File: config.mk
export PLATFORM = sky130hd
export DESIGN_NAME = reorder_buffer_flat
export DESIGN_NICKNAME = d
export VERILOG_FILES = /design/src/rtl/reorder_buffer_if.sv /design/src/rtl/reorder_buffer.sv /design/src/flat_wrapper.sv
export SDC_FILE = /design/constraint.sdc
export NUM_CORES = 1
export LEC_CHECK = 0
export ABC_AREA = 1
export BUFFER_PORTS_ARGS = -buffer_cell sky130_fd_sc_hd__clkbuf_2
export CORE_ASPECT_RATIO = 0.5
export CORE_UTILIZATION = 54
export DETAILED_ROUTE_END_ITERATION = 7
export PLACE_DENSITY = 0.73
export SETUP_SLACK_MARGIN = 0.1
export SYNTH_ARGS = -nofsm -noshare
export SYNTH_HDL_FRONTEND = slang
export SYNTH_SLANG_ARGS = --single-unit
export TNS_END_PERCENT = 20
File: constraint.sdc
create_clock -name clk -period 4 [get_ports clk]
set_input_delay 0.8 -clock clk [delete_from_list [all_inputs] [get_ports clk]]
set_output_delay 0.8 -clock clk [all_outputs]
set_load 0.02 [all_outputs]
File: src/rtl/reorder_buffer_if.sv
// Dispatch, CDB and commit signal bundle for the reorder buffer.
// The ROB side uses the slave modport; dispatch/FUs/commit consumers use master.
interface reorder_buffer_if #(
  parameter int ROB_D = 8,
  parameter int CDB   = 2,
  parameter int ID_W  = $clog2(ROB_D)
);
  // dispatch
  logic                dispatch_valid;
  logic                dispatch_ready;
  logic [31:0]         dispatch_pc;
  logic [4:0]          dispatch_rd;
  logic                dispatch_has_rd;
  logic [ID_W-1:0]     dispatch_rob_id;
  // common data bus
  logic [CDB-1:0]      cdb_valid;
  logic [CDB*ID_W-1:0] cdb_rob_id;
  logic [CDB*32-1:0]   cdb_value;
  logic [CDB-1:0]      cdb_mispredict;
  // commit
  logic                commit_valid;
  logic [ID_W-1:0]     commit_rob_id;
  logic [4:0]          commit_rd;
  logic                commit_has_rd;
  logic [31:0]         commit_value;
  logic [31:0]         commit_pc;
  logic [63:0]         commit_order;
  logic                flush;
  logic                empty;

  modport master (
    output dispatch_valid, dispatch_pc, dispatch_rd, dispatch_has_rd,
    output cdb_valid, cdb_rob_id, cdb_value, cdb_mispredict,
    input  dispatch_ready, dispatch_rob_id,
    input  commit_valid, commit_rob_id, commit_rd, commit_has_rd,
    input  commit_value, commit_pc, commit_order, flush, empty
  );

  modport slave (
    input  dispatch_valid, dispatch_pc, dispatch_rd, dispatch_has_rd,
    input  cdb_valid, cdb_rob_id, cdb_value, cdb_mispredict,
    output dispatch_ready, dispatch_rob_id,
    output commit_valid, commit_rob_id, commit_rd, commit_has_rd,
    output commit_value, commit_pc, commit_order, flush, empty
  );
endinterface

File: src/rtl/reorder_buffer.sv
// Circular reorder buffer: allocates ids at dispatch, captures CDB results,
// retires in program order one per cycle, flushes on a retired mispredict.
module reorder_buffer #(
  parameter int ROB_D = 8,
  parameter int CDB   = 2,
  parameter int ID_W  = $clog2(ROB_D)
) (
  input  logic              clk,
  input  logic              rst_n,
  reorder_buffer_if.slave   bus
);

  // pointers carry an extra wrap bit so full and empty are distinguishable
  logic [ID_W:0]   head_reg;
  logic [ID_W:0]   tail_reg;
  logic [63:0]     order_reg;

  logic [ID_W-1:0] head_idx;
  logic [ID_W-1:0] tail_idx;
  logic            full;
  logic            commit_fire;
  logic            flush_fire;
  logic            dispatch_fire;

  // per-entry state gathered from the generate blocks
  logic [ROB_D-1:0] valid_vec;
  logic [ROB_D-1:0] done_vec;
  logic [ROB_D-1:0] mis_vec;
  logic [ROB_D-1:0] has_rd_vec;
  logic [4:0]       rd_arr    [ROB_D];
  logic [31:0]      pc_arr    [ROB_D];
  logic [31:0]      value_arr [ROB_D];

  assign head_idx      = head_reg[ID_W-1:0];
  assign tail_idx      = tail_reg[ID_W-1:0];
  assign full          = (head_idx == tail_idx) && (head_reg[ID_W] != tail_reg[ID_W]);
  assign commit_fire   = valid_vec[head_idx] && done_vec[head_idx];
  assign flush_fire    = commit_fire && mis_vec[head_idx];
  assign dispatch_fire = bus.dispatch_valid && bus.dispatch_ready;

  // head/tail/order bookkeeping; a flush rewinds both pointers but keeps order
  always_ff @(posedge clk or negedge rst_n) begin
    if (!rst_n) begin
      head_reg  <= '0;
      tail_reg  <= '0;
      order_reg <= '0;
    end else begin
      if (commit_fire) begin
        order_reg <= order_reg + 64'd1;
      end
      if (flush_fire) begin
        head_reg <= '0;
        tail_reg <= '0;
      end else begin
        if (commit_fire) begin
          head_reg <= head_reg + 1'b1;
        end
        if (dispatch_fire) begin
          tail_reg <= tail_reg + 1'b1;
        end
      end
    end
  end

  for (genvar gi = 0; gi < ROB_D; gi++) begin : g_entry
    localparam logic [ID_W-1:0] IDX = ID_W'(gi);

    logic        cdb_hit;
    logic [31:0] cdb_val;
    logic        cdb_mis;
    logic        alloc;
    logic        retire;
    logic        valid_reg;
    logic        done_reg;
    logic        mis_reg;
    logic        has_rd_reg;
    logic [4:0]  rd_reg;
    logic [31:0] pc_reg;
    logic [31:0] value_reg;

    assign alloc  = dispatch_fire && (tail_idx == IDX);
    assign retire = commit_fire && (head_idx == IDX);

    // select the CDB port addressing this entry; higher port index wins
    always_comb begin
      cdb_hit = 1'b0;
      cdb_val = '0;
      cdb_mis = 1'b0;
      for (int p = 0; p < CDB; p++) begin
        if (bus.cdb_valid[p] && (bus.cdb_rob_id[p*ID_W +: ID_W] == IDX)) begin
          cdb_hit = 1'b1;
          cdb_val = bus.cdb_value[p*32 +: 32];
          cdb_mis = bus.cdb_mispredict[p];
        end
      end
    end

    // entry status: flush clears all, dispatch allocates, commit frees, CDB completes
    always_ff @(posedge clk or negedge rst_n) begin
      if (!rst_n) begin
        valid_reg <= 1'b0;
        done_reg  <= 1'b0;
        mis_reg   <= 1'b0;
      end else if (flush_fire) begin
        valid_reg <= 1'b0;
        done_reg  <= 1'b0;
        mis_reg   <= 1'b0;
      end else if (alloc) begin
        valid_reg <= 1'b1;
        done_reg  <= 1'b0;
        mis_reg   <= 1'b0;
      end else if (retire) begin
        valid_reg <= 1'b0;
        done_reg  <= 1'b0;
      end else if (valid_reg && cdb_hit) begin
        done_reg  <= 1'b1;
        mis_reg   <= cdb_mis;
      end
    end

    // payload storage; only observed while the entry is valid, so no reset
    always_ff @(posedge clk) begin
      if (alloc) begin
        pc_reg     <= bus.dispatch_pc;
        rd_reg     <= bus.dispatch_rd;
        has_rd_reg <= bus.dispatch_has_rd;
      end
      if (valid_reg && cdb_hit) begin
        value_reg <= cdb_val;
      end
    end

    assign valid_vec[gi]  = valid_reg;
    assign done_vec[gi]   = done_reg;
    assign mis_vec[gi]    = mis_reg;
    assign has_rd_vec[gi] = has_rd_reg;
    assign rd_arr[gi]     = rd_reg;
    assign pc_arr[gi]     = pc_reg;
    assign value_arr[gi]  = value_reg;
  end

  // dispatch side: ready uses registered full only, so same-cycle frees are not reused
  assign bus.dispatch_ready  = !full && !flush_fire;
  assign bus.dispatch_rob_id = tail_idx;

  // commit side: payload outputs are zero whenever nothing retires
  assign bus.commit_valid  = commit_fire;
  assign bus.commit_rob_id = head_idx;
  assign bus.commit_has_rd = commit_fire && has_rd_vec[head_idx];
  assign bus.commit_rd     = bus.commit_has_rd ? rd_arr[head_idx] : 5'd0;
  assign bus.commit_value  = commit_fire ? value_arr[head_idx] : 32'd0;
  assign bus.commit_pc     = commit_fire ? pc_arr[head_idx] : 32'd0;
  assign bus.commit_order  = commit_fire ? order_reg : 64'd0;
  assign bus.flush         = flush_fire;
  assign bus.empty         = (head_reg == tail_reg);

endmodule

File: src/flat_wrapper.sv
// flat-port wrapper written by rule: the top's interface ports become plain ports
module reorder_buffer_flat 
#(
  parameter int ROB_D = 8,
  parameter int CDB   = 2,
  parameter int ID_W  = $clog2(ROB_D)
)
  (clk, rst_n, bus_dispatch_valid, bus_dispatch_pc, bus_dispatch_rd, bus_dispatch_has_rd, bus_cdb_valid, bus_cdb_rob_id, bus_cdb_value, bus_cdb_mispredict, bus_dispatch_ready, bus_dispatch_rob_id, bus_commit_valid, bus_commit_rob_id, bus_commit_rd, bus_commit_has_rd, bus_commit_value, bus_commit_pc, bus_commit_order, bus_flush, bus_empty);
  reorder_buffer_if #(.ROB_D(ROB_D), .CDB(CDB), .ID_W(ID_W)) bus_i ();
  input  logic clk;
  input  logic rst_n;
  input wire logic [$bits(bus_i.dispatch_valid)-1:0] bus_dispatch_valid;
  input wire logic [$bits(bus_i.dispatch_pc)-1:0] bus_dispatch_pc;
  input wire logic [$bits(bus_i.dispatch_rd)-1:0] bus_dispatch_rd;
  input wire logic [$bits(bus_i.dispatch_has_rd)-1:0] bus_dispatch_has_rd;
  input wire logic [$bits(bus_i.cdb_valid)-1:0] bus_cdb_valid;
  input wire logic [$bits(bus_i.cdb_rob_id)-1:0] bus_cdb_rob_id;
  input wire logic [$bits(bus_i.cdb_value)-1:0] bus_cdb_value;
  input wire logic [$bits(bus_i.cdb_mispredict)-1:0] bus_cdb_mispredict;
  output wire logic [$bits(bus_i.dispatch_ready)-1:0] bus_dispatch_ready;
  output wire logic [$bits(bus_i.dispatch_rob_id)-1:0] bus_dispatch_rob_id;
  output wire logic [$bits(bus_i.commit_valid)-1:0] bus_commit_valid;
  output wire logic [$bits(bus_i.commit_rob_id)-1:0] bus_commit_rob_id;
  output wire logic [$bits(bus_i.commit_rd)-1:0] bus_commit_rd;
  output wire logic [$bits(bus_i.commit_has_rd)-1:0] bus_commit_has_rd;
  output wire logic [$bits(bus_i.commit_value)-1:0] bus_commit_value;
  output wire logic [$bits(bus_i.commit_pc)-1:0] bus_commit_pc;
  output wire logic [$bits(bus_i.commit_order)-1:0] bus_commit_order;
  output wire logic [$bits(bus_i.flush)-1:0] bus_flush;
  output wire logic [$bits(bus_i.empty)-1:0] bus_empty;
  assign bus_i.dispatch_valid = bus_dispatch_valid;
  assign bus_i.dispatch_pc = bus_dispatch_pc;
  assign bus_i.dispatch_rd = bus_dispatch_rd;
  assign bus_i.dispatch_has_rd = bus_dispatch_has_rd;
  assign bus_i.cdb_valid = bus_cdb_valid;
  assign bus_i.cdb_rob_id = bus_cdb_rob_id;
  assign bus_i.cdb_value = bus_cdb_value;
  assign bus_i.cdb_mispredict = bus_cdb_mispredict;
  assign bus_dispatch_ready = bus_i.dispatch_ready;
  assign bus_dispatch_rob_id = bus_i.dispatch_rob_id;
  assign bus_commit_valid = bus_i.commit_valid;
  assign bus_commit_rob_id = bus_i.commit_rob_id;
  assign bus_commit_rd = bus_i.commit_rd;
  assign bus_commit_has_rd = bus_i.commit_has_rd;
  assign bus_commit_value = bus_i.commit_value;
  assign bus_commit_pc = bus_i.commit_pc;
  assign bus_commit_order = bus_i.commit_order;
  assign bus_flush = bus_i.flush;
  assign bus_empty = bus_i.empty;
  reorder_buffer #(.ROB_D(ROB_D), .CDB(CDB), .ID_W(ID_W)) u_core (.clk(clk), .rst_n(rst_n), .bus(bus_i));
endmodule
==> results.yml <==
clocking:
  cts_buffers: 56
  cts_tree: "done"
  ctsHtreeMaxLevel: 2
  cts_root_buf: "clkbuf_16"
  clkSinkCount: 656
  clk_latency_ns: 0.61
  clk_pin_slew_ns: 0.08
  postCtsHoldBufs: 0
  ctsLongestPathBuffers: 3
sta:
  worst_slew_pin_slew_ns: 0.758
  maxSlewViolCount: 0
  slew_headroom: 0.493
  finalCriticalPeriod_ns: 3.81
  rsz0062_at_grt: "true"
  timing_hold_violations_final: 0
  max_freq_mhz: 262
  clock_skew_ns: 0.0182
  hold_ws_ns: 0.207
  tns_ns: 0
  setup_viol: 0
  finalCritPeriodShare: 0.952
synth:
  synth_fa_ha_area_frac: 0.00534
  synth_xor_area_frac: 0.0158
  synth_compound_area_frac: 0.158
  synth_warnings: 0
  synth.distinct_cells: 46
  synth_top_family_by_area: "compound AO/OA/AOI/OAI gates"
  synth_area_leaders: "edfxtp_1, dfrtp_1, nand2_1"
  synthArstFlopShare: 0.146
  syn_nets: 3010
  yosys.cell_count.top_type: "nand2_1"
  synthTopCellsByCount: "nand2_1, edfxtp_1, o22ai_1, nor2_1, a21oi_1"
  syn_area_per_cell_um2: 10.6
  yosysSeqAreaShare: 0.630
  synth_seq_cells: 656
  synth_top_area_share: 0.552
  synth_edf_count: 560
  muxShareOfSynthArea: 0
  synth_top_area_cell: "edfxtp_1"
  synth_area_um2: 30500
  yosys_most_used_dff: "edfxtp_1"
  yosys.area_share.simple: 0.138
  synthCells: 2882
die:
  initial_core_util: 0.548
  num_io_pins: 259
  dieWidth_um: 338
  row_count: 61
  die_h_um: 170
  core_area_um2: 55600
  design.die.area_um2: 57500
drt:
  wl_met1_um: 32500
  viasPerCell: 6.14
  drt_pass1_iterations: 8
  drcViolationCount: 2
  route.met3.wl_um: 7250
  ant_nets: 0
  top_layer_used: "met4"
  drt-initial-drc-count: 2946
  detail_route.wl_per_cell_um: 21.7
  met2_length_um: 40900
  vias: 23800
  wl_um: 84000
power_and_ir_drop:
  power.total_uw: 21800
  p_per_area_nw_per_um2: 630
  leakage_uw: 0.0129
  ir_drop_mv: 0.423
worst_setup_path:
  crit_type: "flop to primary output"
  timing.rr.start: "u_core.head_reg[2]"
  arrival_ns: 3.01
  end_kind: "primary output"
  start_kind: "flop"
  critPathRequiredTime_ns: 3.20
  critPathLaunch: "u_core.head_reg[0]"
  crit_fanout: 50
layout:
  ff_latch_area_um2: 19200
  multiInputGateArea_um2: 9750
  area_growth_syn_to_layout_pct: 13.4
  finalNonFillerCells: 3879
  fillers: 4408
  post-route-util: 0.622
  layout-drive-gt1-share: 0.148
  final_nets: 3200
global_route:
  grt_pass1_vias: 22800
  overflow: 0
  grt_use_total: 0.288
  antenna_found_initial: 4
  grt_max_degree: 121
  grt_pass1_wl_um: 128000
placement:
  numPlacedInstances: 3766
  gp_congestion: 0.916
  dp_hpwl_um: 49000
  io_buffers: 258
outcome:
  violations: "design-rule violations"
  outcome: "finished with violations"
min_path:
  hold_path_class: "primary input to async pin"
job:
  maxCapViolations: 0
[final timing paths]
kind | to | slack, ns | cells past startpoint
max in group asynchronous | u_core.order_reg[39] | 2.93 | 2
setup / recovery | bus_commit_pc[26] | 0.19 | 8
hold / removal | u_core.order_reg[23] | 0.21 | 1
hold reg to reg | u_core.order_reg[34] | 0.50 | 1
min in group clk | u_core.g_entry[0].pc_reg[2] | 0.46 | 1
setup reg to reg | u_core.g_entry[3].valid_reg | 0.88 | 8
[cells by family (layout without fill, tap and decap cells)]
| logic type | count (synthesis) | after routing |
|---|---|---|
| compound gates | 751 | 751 |
| xor+xnor | 55 | 55 |
| fa+ha+maj | 13 | 13 |
| buf+inv | 392 | 629 |
| flops | 656 | 656 |
| other cells | 0 | 4 |
| simple gates | 1015 | 1015 |
[worst max-delay path: stages (launching register included)]
cell	delay [ns]
dfrtp_4	0.58
clkinv_8	0.16
buf_16	0.24
buf_4	0.36
nand2_1	0.10
a22oi_1	0.20
nor2_1	0.07
a211oi_1	0.40
clkbuf_2	0.25
[cells in the final DEF (no fill, tap or decap), types with 4 or more instances in the layout]
master	count
inv_1	188
a21boi_4	6
clkbuf_2	257
ha_1	13
o22ai_1	257
buf_12	18
inv_2	9
clkinv_2	18
a22oi_1	65
clkinv_1	11
diode_2	4
edfxtp_1	560
nor3_1	39
nand2_2	4
nand3_2	10
nor2_2	5
nor2_1	251
xor2_1	54
dfrtp_1	93
a32o_1	75
clkbuf_16	57
buf_4	42
o21ai_0	61
nand3_1	59
and3_1	5
bufinv_16	5
a211oi_1	65
clkbuf_1	8
nand4_1	25
a21oi_1	216
nand2_1	599
[area by class of cell]
type	count	area share
Multi-Input combinational cell	1834	0.282
Clock buffer	66	0.0425
Clock inverter	39	0.00937
Antenna cell	4	0.000289
Sequential cell	656	0.556
Timing Repair Buffer	323	0.0602
Tap cell	756	0.0274
Inverter	201	0.0223
[layer usage]
metal  up-vias  global-route usage
met2      1268               0.490
met5         -                   0
met4         0               0.117
li1      10800                   -
met3       213              0.0399
met1     11500               0.374
[metrics by stage]
stage / cell area, um2 / setup WS, ns
after global routing: 34600 / 0.0711
after detailed placement: 32700 / 0.663
after floorplan: 30500 / -0.105
final: 34600 / 0.190
after global placement: 32700 / 0.690
after CTS: 34500 / 0.0632
[power by group]
| part | switching [uW] | internal [uW] | leakage [uW] | total (uW) |
|---|---|---|---|---|
| logic | 5380 | 2390 | 0.00560 | 7770 |
| registers | 382 | 8210 | 0.00643 | 8590 |
| clock network | 2480 | 2950 | 0.000884 | 5440 |
[timing repair]
action                                 4_1_cts  5_1_grt
buffers inserted                             0        3
resized for setup                            1        5
endpoints found under the hold margin        0        0
gates cloned                                 1        0
setup endpoints to repair                    6       24
Note: power is estimated with default switching activity, not from simulation.
